==> config.mk <==
export PLATFORM = sky130hd
export DESIGN_NAME = grid_mem_arbiter
export DESIGN_NICKNAME = d
export VERILOG_FILES = /design/src/rtl/grid_mem_arbiter.sv
export SDC_FILE = /design/constraint.sdc
export NUM_CORES = 1
export LEC_CHECK = 0
export BUFFER_PORTS_ARGS = -buffer_cell sky130_fd_sc_hd__clkbuf_2
export CORE_MARGIN = 3
export CORE_UTILIZATION = 29
export DETAILED_ROUTE_END_ITERATION = 10
export GPL_ROUTABILITY_DRIVEN = 0
export HOLD_SLACK_MARGIN = 0.15
export PLACE_DENSITY = 0.63
export SYNTH_ARGS = -nofsm -noshare
export SYNTH_HDL_FRONTEND = slang
export SYNTH_SLANG_ARGS = --single-unit
==> constraint.sdc <==
create_clock -name i_clk -period 1.9 [get_ports i_clk]
set_input_delay 0.19 -clock i_clk [delete_from_list [all_inputs] [get_ports i_clk]]
set_output_delay 0.19 -clock i_clk [all_outputs]
set_load 0.02 [all_outputs]
==> src/rtl/grid_mem_arbiter.sv <==
// Round-robin arbiter sharing one single-port memory among NREQ requesters, with an
// optional ownership lock for atomic check-then-claim. Define ARB_LOCK_TIMEOUT_EN to add a HOLD idle timeout.
module grid_mem_arbiter #(
  parameter int NREQ     = 4,
  parameter int AW       = 32,
  parameter int DW       = 32,
  parameter int RD_LAT   = 1,
  parameter int LOCK_MAX = 64
) (
  input  logic               i_clk,
  input  logic               i_reset,
  input  logic [NREQ-1:0]    i_req,
  input  logic [NREQ-1:0]    i_req_we,
  input  logic [NREQ-1:0]    i_req_lock,
  input  logic [NREQ*AW-1:0] i_req_addr,
  input  logic [NREQ*DW-1:0] i_req_wdata,
  output logic [NREQ-1:0]    o_gnt,
  output logic [NREQ-1:0]    o_rvalid,
  output logic [DW-1:0]      o_rdata,
  output logic               o_mem_read,
  output logic               o_mem_write,
  output logic [AW-1:0]      o_mem_addr,
  output logic [DW-1:0]      o_mem_din,
  input  logic [DW-1:0]      i_mem_dout,
  output logic               o_owner_busy,
  output logic               o_lock_err,
  output logic [2:0]         o_state
);

  localparam int PW = (NREQ > 1) ? $clog2(NREQ) : 1;

  localparam logic [2:0] S_IDLE  = 3'd0;
  localparam logic [2:0] S_HOLD  = 3'd1;
  localparam logic [2:0] S_ISSUE = 3'd2;
  localparam logic [2:0] S_RWAIT = 3'd3;
  localparam logic [2:0] S_RESP  = 3'd4;

  // Handshake: a requester holds req and its op fields stable until its one-cycle gnt
  // pulse; the op is latched in the decision cycle and never re-sampled afterwards.
  logic [2:0]    r_state;
  logic [PW-1:0] r_ptr;
  logic [PW-1:0] r_owner;
  logic          r_owner_busy;
  logic [PW-1:0] r_idx;
  logic          r_we;
  logic          r_lock;
  logic [AW-1:0] r_addr;
  logic [DW-1:0] r_wdata;
  logic [DW-1:0] r_rdata;
  logic [2:0]    r_rd_cnt;

  logic          w_pick_found;
  logic [PW-1:0] w_pick_idx;
  logic          w_sel_valid;
  logic [PW-1:0] w_sel_idx;
  logic          w_sel_we;
  logic          w_sel_lock;
  logic [AW-1:0] w_sel_addr;
  logic [DW-1:0] w_sel_wdata;
  logic          w_done;
  logic          w_timeout;
  logic [PW-1:0] w_idx_next;
  logic [PW-1:0] w_owner_next;

  always_comb begin
    int j;
    j            = 0;
    w_pick_found = 1'b0;
    w_pick_idx   = '0;
    for (int i = 0; i < NREQ; i++) begin
      j = int'(r_ptr) + i;
      if (j >= NREQ) j = j - NREQ;
      if (!w_pick_found && i_req[j]) begin
        w_pick_found = 1'b1;
        w_pick_idx   = PW'(j);
      end
    end
    // While a lock is held only the owner may be served.
    if (r_state == S_HOLD) begin
      w_sel_idx   = r_owner;
      w_sel_valid = i_req[r_owner];
    end else begin
      w_sel_idx   = w_pick_idx;
      w_sel_valid = w_pick_found && (r_state == S_IDLE);
    end
    w_sel_we    = 1'b0;
    w_sel_lock  = 1'b0;
    w_sel_addr  = '0;
    w_sel_wdata = '0;
    for (int k = 0; k < NREQ; k++) begin
      if (w_sel_idx == PW'(k)) begin
        w_sel_we    = i_req_we[k];
        w_sel_lock  = i_req_lock[k];
        w_sel_addr  = i_req_addr[k*AW +: AW];
        w_sel_wdata = i_req_wdata[k*DW +: DW];
      end
    end
  end

  assign w_done       = ((r_state == S_ISSUE) && r_we) || (r_state == S_RESP);
  assign w_idx_next   = (r_idx == PW'(NREQ-1)) ? '0 : r_idx + PW'(1);
  assign w_owner_next = (r_owner == PW'(NREQ-1)) ? '0 : r_owner + PW'(1);

`ifdef ARB_LOCK_TIMEOUT_EN
  localparam int LCW = $clog2(LOCK_MAX + 1);
  logic [LCW-1:0] r_lock_cnt;

  assign w_timeout  = (r_state == S_HOLD) && (r_lock_cnt == LCW'(LOCK_MAX));
  assign o_lock_err = w_timeout;

  // Counts owner-idle HOLD cycles; any grant or leaving HOLD clears it.
  always_ff @(posedge i_clk) begin
    if (!i_reset) begin
      r_lock_cnt <= '0;
    end else if ((r_state == S_HOLD) && !w_timeout && !w_sel_valid) begin
      r_lock_cnt <= r_lock_cnt + LCW'(1);
    end else begin
      r_lock_cnt <= '0;
    end
  end
`else
  assign w_timeout  = 1'b0;
  // LOCK_MAX only matters with the timeout; this expression is always 0 for legal values.
  assign o_lock_err = (LOCK_MAX < 0);
`endif

  always_ff @(posedge i_clk) begin
    if (!i_reset) begin
      r_state      <= S_IDLE;
      r_ptr        <= '0;
      r_owner      <= '0;
      r_owner_busy <= 1'b0;
      r_idx        <= '0;
      r_we         <= 1'b0;
      r_lock       <= 1'b0;
      r_addr       <= '0;
      r_wdata      <= '0;
      r_rdata      <= '0;
      r_rd_cnt     <= '0;
    end else begin
      case (r_state)
        S_IDLE, S_HOLD: begin
          if (w_timeout) begin
            r_state      <= S_IDLE;
            r_owner_busy <= 1'b0;
            r_ptr        <= w_owner_next;
          end else if (w_sel_valid) begin
            r_idx   <= w_sel_idx;
            r_we    <= w_sel_we;
            r_lock  <= w_sel_lock;
            r_addr  <= w_sel_addr;
            r_wdata <= w_sel_wdata;
            r_state <= S_ISSUE;
          end
        end
        S_ISSUE: begin
          if (!r_we) begin
            r_rd_cnt <= '0;
            r_state  <= S_RWAIT;
          end
        end
        S_RWAIT: begin
          if (r_rd_cnt == 3'(RD_LAT-1)) begin
            r_rdata <= i_mem_dout;
            r_state <= S_RESP;
          end else begin
            r_rd_cnt <= r_rd_cnt + 3'd1;
          end
        end
        default: ;
      endcase
      if (w_done) begin
        if (r_lock) begin
          r_owner      <= r_idx;
          r_owner_busy <= 1'b1;
          r_state      <= S_HOLD;
        end else begin
          r_owner_busy <= 1'b0;
          r_ptr        <= w_idx_next;
          r_state      <= S_IDLE;
        end
      end
    end
  end

  always_comb begin
    o_gnt    = '0;
    o_rvalid = '0;
    for (int k = 0; k < NREQ; k++) begin
      o_gnt[k]    = (r_state == S_ISSUE) && (r_idx == PW'(k));
      o_rvalid[k] = (r_state == S_RESP) && (r_idx == PW'(k));
    end
  end

  assign o_mem_read   = (r_state == S_ISSUE) && !r_we;
  assign o_mem_write  = (r_state == S_ISSUE) && r_we;
  assign o_mem_addr   = (r_state == S_ISSUE) ? r_addr : '0;
  assign o_mem_din    = ((r_state == S_ISSUE) && r_we) ? r_wdata : '0;
  assign o_rdata      = r_rdata;
  assign o_owner_busy = r_owner_busy;
  assign o_state      = r_state;

endmodule

# ---- Word level (Yosys, flattened, before mapping)
# Index checks and enable logic that the tools add are counted.
dict set report word_totals {
  ff_bits 111
  wordCells 134
  in_bits 302
}
dict set report classes {
  addsub 9
  order_cmp 9
  reduce_logical 32
  muxes 57
  bitwise 1
  eq_ne 15
}
# op count
set ops {}
lappend ops {{$mux W32} 14}
lappend ops {{$lt A32 B4 Y1 const B} 4}
lappend ops {{$mux W1} 24}
lappend ops {{$mux W3} 6}
lappend ops {{$logic_and A1 B1 Y1} 14}
lappend ops {{$mux W2} 6}
lappend ops {{$sub A3 B3 Y4 const B} 3}
lappend ops {{$bmux W1 S2} 5}
lappend ops {{$ge A3 B3 Y1 const B} 3}
lappend ops {{$ne A3 B3 Y1 const B} 3}
lappend ops {{$pmux W3 S3} 1}
lappend ops {{$eq A2 B2 Y1 const B} 4}
lappend ops {{$reduce_and A2 Y1} 4}
lappend ops {{$add A2 B2 Y3 const B} 2}
lappend ops {{$eq A3 B2 Y1 const B} 2}
lappend ops {{$logic_not A3 Y1} 2}
lappend ops {{$pmux W3 S2} 1}
lappend ops {{$eq A2 B1 Y1 const B} 2}
lappend ops {{$logic_not A1 Y1} 4}
lappend ops {{$logic_not A2 Y1} 2}
lappend ops {{$ne A2 B2 Y1 const B} 2}
lappend ops {{$reduce_and A4 Y1} 1}
lappend ops {{$reduce_bool A4 Y1} 1}
lappend ops {{$sub A2 B3 Y4 const B} 1}
lappend ops {{12 further kinds} 12}

# ---- Logic depth before layout (Yosys ltp)
dict set report logic_depth {
  ltp_word 21
  depth_mapped 10
  ltp_nobuf 7
}

# ---- Least setup slack after synthesis
# No wires, ideal clock.
dict set report synth_path {
  kind {reg2reg}
  from {register r_state[2] (netlist: o_state[2])}
  to {register r_addr[10]}
  required_time_ps 1783
  arrival_time_ps 1996
  stages_incl_launch_ff 9
  setup_ps 117
  path_slack_ps -214
  path_buffers 3
  synth_period_minus_slack_ps 2114
  path_cell_list {dfxtp_1 buf_2 nor2_1 a22o_1 buf_2 buf_2 o311ai_0 o211ai_1 a32o_2}
}
dict set report synth_between {
  elab_chain_len 7
}
# item line_no
set synth_lines {}
lappend synth_lines {{from (decl)} 40} ;# logic [2:0] r_state;
lappend synth_lines {{from (signal assigned)} 129} ;# r_state <= S_IDLE;
lappend synth_lines {{from (signal assigned)} 144} ;# r_state <= S_IDLE;
lappend synth_lines {{from (signal assigned)} 153} ;# r_state <= S_ISSUE;
lappend synth_lines {{$eq A3 B1 Y1} {79, 141}}
lappend synth_lines {{$mux W2} 79} ;# if (r_state == S_HOLD) begin
lappend synth_lines {{$logic_not A2 Y1} 91} ;# if (w_sel_idx == PW'(k)) begin
lappend synth_lines {{$mux W32 (4 in series)} 91}
lappend synth_lines {{to (signal assigned)} 151} ;# r_addr <= w_sel_addr;
lappend synth_lines {{to (decl)} 47} ;# logic [AW-1:0] r_addr;
# Parallel ways exist; a longest one is shown, timed or not.
# A chain may end at the register's enable or synchronous reset.

# ---- Worst setup path in the final report
dict set report layout_path {
  from {register r_state[2] (netlist: o_state[2])}
  to {output o_mem_din[12]}
}
dict set report layout_between {
  elab_chain_len 3
}
# item line_no
set layout_lines {}
lappend layout_lines {{$eq A3 B2 Y1} 198} ;# assign o_mem_din = ((r_state == S_ISSUE) && r_we) ? r_wdata : '0;
lappend layout_lines {{$logic_and A1 B1 Y1} 198}
lappend layout_lines {{$mux W32} 198}
lappend layout_lines {{to (decl)} 23} ;# output logic [DW-1:0] o_mem_din,
# Every way passes these cells.

==> results_dict.tcl <==
set metrics [dict create \
    status "finished with violations" \
    violations "setup timing" \
    layout-drive-gt1-share 0.5157 \
    core_mm2 0.02695 \
    yosysWarningCount 0 \
    slowest_stage "dfxtp_4" \
    cts_sinks 111 \
    dp_hpwl_um 24900 \
    wl_per_cell_um 21.89 \
    leakage_nw 6.080 \
    path_clk_slew_ns 0.10 \
    antenna_found_initial 5 \
    synth_top_area_share 0.2788 \
    hp-class "in -> reg" \
    grt_pass1_wl_um 55170 \
    final.setup.worst_slack_ns -0.1050 \
    r2r_cells 7 \
    rrSetupSlack_ns -0.08 \
    clock_latency_ns 0.37 \
    cp_num_cells 7 \
    crit_fanout 5 \
    internal_power_mw 6.155 \
    synth-async-reset-ratio 0 \
    reg2reg_to "r_addr[1]" \
    power_frac_comb 0.509 \
    antenna_left 0 \
    hold_viol_final 0 \
    worstReg2RegStart "r_ptr[1]" \
    syn-instance-count 967 \
    crit_chain "buf_6 -> nor3b_4 -> buf_6 -> buf_12 -> buf_16 -> and3_4 -> buf_8" \
    cp_top_family "buffers and inverters" \
    die_h_um 171.8 \
    grtUsageTotal 0.2400 \
    path_class "reg -> out" \
    fin_skew_ns 0.02016 \
    final_cell_mix "342 x clkbuf_2, 139 x inv_1, 104 x dfxtp_1" \
    switchingPower_mw 3.971 \
    cellPowerDensity_mw_per_mm2 751.5 \
    cts-buffers-inserted 9 \
    pwr-share-clk 0.200 \
    yosysUniqueCellTypes 48 \
    synth_area_leaders "dfxtp_1 28%, o211ai_2 9.9%, a32o_1 7.9%" \
    htreeDepth 3 \
    vdd_ir_drop_max_mv 0.4414 \
    synth_edf_count 0 \
    synth.avg_cell_area_um2 8.242 \
    wl_um 38960 \
    cp.arrival_ns 1.81 \
    grt_pass1_vias 9837 \
    synth_area_mm2 0.007970 \
    cap_violations 0 \
    path_common_cell "buf_6" \
    start_util 0.2957 \
    ys_seq_area_frac 0.2788 \
    setup_viol 111 \
    grt_max_degree 62 \
    syn-num-nets 1275 \
    finalNonFillerCells 1780 \
    placed_cells 1677 \
    die-area_mm2 0.02951 \
    drt_iter0_drc 905 \
    ys.flop_type "dfxtp_1" \
    max_freq_mhz 498.8 \
    io_pins 413 \
    critical-path-max-stage-delay_ns 0.37 \
    cp-end-kind "output pin" \
    finalSetupTns_ns -4.305 \
    min_from "i_req_we[2]" \
    path_buf_inv 5 \
    layout.nets 1738 \
    final.min_clock_period_ns 2.005 \
    crit_end "o_mem_din[12]" \
    viasPerCell 5.630 \
    grt_setup_unrepaired "yes" \
    drtPass1Iterations 5 \
    num_vias 10020 \
    ctsRootBufferMaster "clkbuf_16" \
    place.port_buffers 411 \
    cts_tree "yes" \
    required_ns 1.71 \
    synth-seq-cells 111 \
    worstSetupStartpointType "flop" \
    crit_path_start "o_state[2]" \
    slew_viol_final 0 \
    synth_largest_area_cell "dfxtp_1" \
    seqPwrFrac 0.291 \
    die_w_um 171.8 \
    gr-total-overflow 0 \
    netSwitchingFraction 0.3922 \
    final_common_cell "clkbuf_2" \
    drc 0 \
    period_share 1.055 \
    final_util 0.5000 \
    cts_buffer_depth 2 \
    row_count 60 \
    area_delta_synth_final_pct 69.06 \
]
## power groups by stage
stage	Clock, mW	Sequential, mW	Combinational (mW)
after global routing	2.18	2.98	5.48
final	2.02	2.95	5.16
after global placement	0	2.96	3.73
after floorplan	0	2.94	2.28
after detailed placement	0	2.97	3.78
after CTS	2.10	2.93	4.70
## stage by stage
| stage | worst slack [ns] | power (mW) | instance area [um2] | hold slack (ns) |
|---|---|---|---|---|
| after CTS | -0.1163 | 9.722 | 12840 | 0.2227 |
| after global routing | -0.1895 | 10.64 | 13470 | 0.2565 |
| after floorplan | -0.01858 | 5.222 | 8168 | 0.3260 |
| final | -0.1050 | 10.13 | 13470 | 0.2396 |
| after global placement | -0.3788 | 6.691 | 11030 | 0.4150 |
| after detailed placement | -0.3659 | 6.753 | 11030 | 0.4207 |
## worst min-delay path by stage
stage | to | slack (ns) | cells after the start
after floorplan | o_rdata[0] | 0.33 | 2
after global placement | o_rdata[6] | 0.42 | 3
after CTS | r_we | 0.22 | 4
after detailed placement | o_rdata[7] | 0.42 | 3
final | r_we | 0.24 | 4
after global routing | r_wdata[1] | 0.26 | 4
## routing by layer
metal | wire length [um] | vias to the layer above | global-route usage | part of all wire
met5 | 9 | - | 0 | 0.00023
met4 | 1104 | 2 | 0.09962 | 0.028
met3 | 3348 | 73 | 0.05355 | 0.086
met2 | 18710 | 554 | 0.3949 | 0.48
met1 | 15790 | 4785 | 0.3040 | 0.41
li1 | - | 4607 | - | -
## cells by family (layout without fill, tap and decap cells)
group           after synthesis  count (layout)  share of synthesized area
other cells                   1               5                  0.0004705
mux                           7               7                    0.01193
buf+inv                     267             735                     0.1416
xor+xnor                      1               1                   0.001099
fa+ha+maj                     6               6                   0.009419
simple gates                181             181                     0.1184
flops                       111             111                     0.2788
compound gates              393             393                     0.4383
## cell usage after synthesis, types with 2 or more instances
cell type and n:
o21ai_1 2, a32o_2 3, buf_2 26, a32o_1 63, o211ai_1 69, a21oi_1 44, nor3_1 4, o21ai_0 5
a21oi_2 2, dfxtp_1 111, inv_1 139, nand3_1 4, nand4_1 4, buf_6 10, a311oi_1 2, and3_1 33
nor2_1 6, ha_1 6, buf_4 2, o211ai_2 63, o311ai_1 63, nor2b_1 6, nand2b_1 4, o31a_1 2
clkbuf_1 87, mux2i_1 5, o311ai_0 69, nand2_1 74, and2_1 40
## flip-flops by register name, summed over array words and instances, names as in the netlist
| register | cells |
|---|---|
| o_owner_busy | 1 |
| o_rdata | 32 |
| o_state | 3 |
| r_addr | 32 |
| r_idx | 2 |
| r_lock | 1 |
| r_owner | 2 |
| r_ptr | 2 |
| r_rd_cnt | 3 |
| r_wdata | 32 |
| r_we | 1 |
## worst min-delay path: stages
cell and delay (ns):
clkbuf_2 0.10, o311ai_4 0.08, o211ai_2 0.05, a32o_1 0.15
## final cells by class
| type | instances | area (um2) |
|---|---|---|
| sequential | 111 | 2241 |
| clock buffer | 9 | 225.2 |
| clock inverter | 7 | 77.57 |
| fill | 2461 | 13480 |
| tap | 341 | 426.7 |
| antenna | 4 | 10.01 |
| inverter | 140 | 525.5 |
| multi-input combinational | 589 | 5195 |
| timing repair buffer | 579 | 4773 |
## what timing repair did
action,in CTS,in global routing
cloned,11,10
setup buffers,27,6
hold endpoints to repair,32,0
hold buffers,32,0
setup endpoints to repair,138,143
resized for setup,172,151
pin swaps,19,48
No activity file was read; power rests on OpenSTA's default activity.
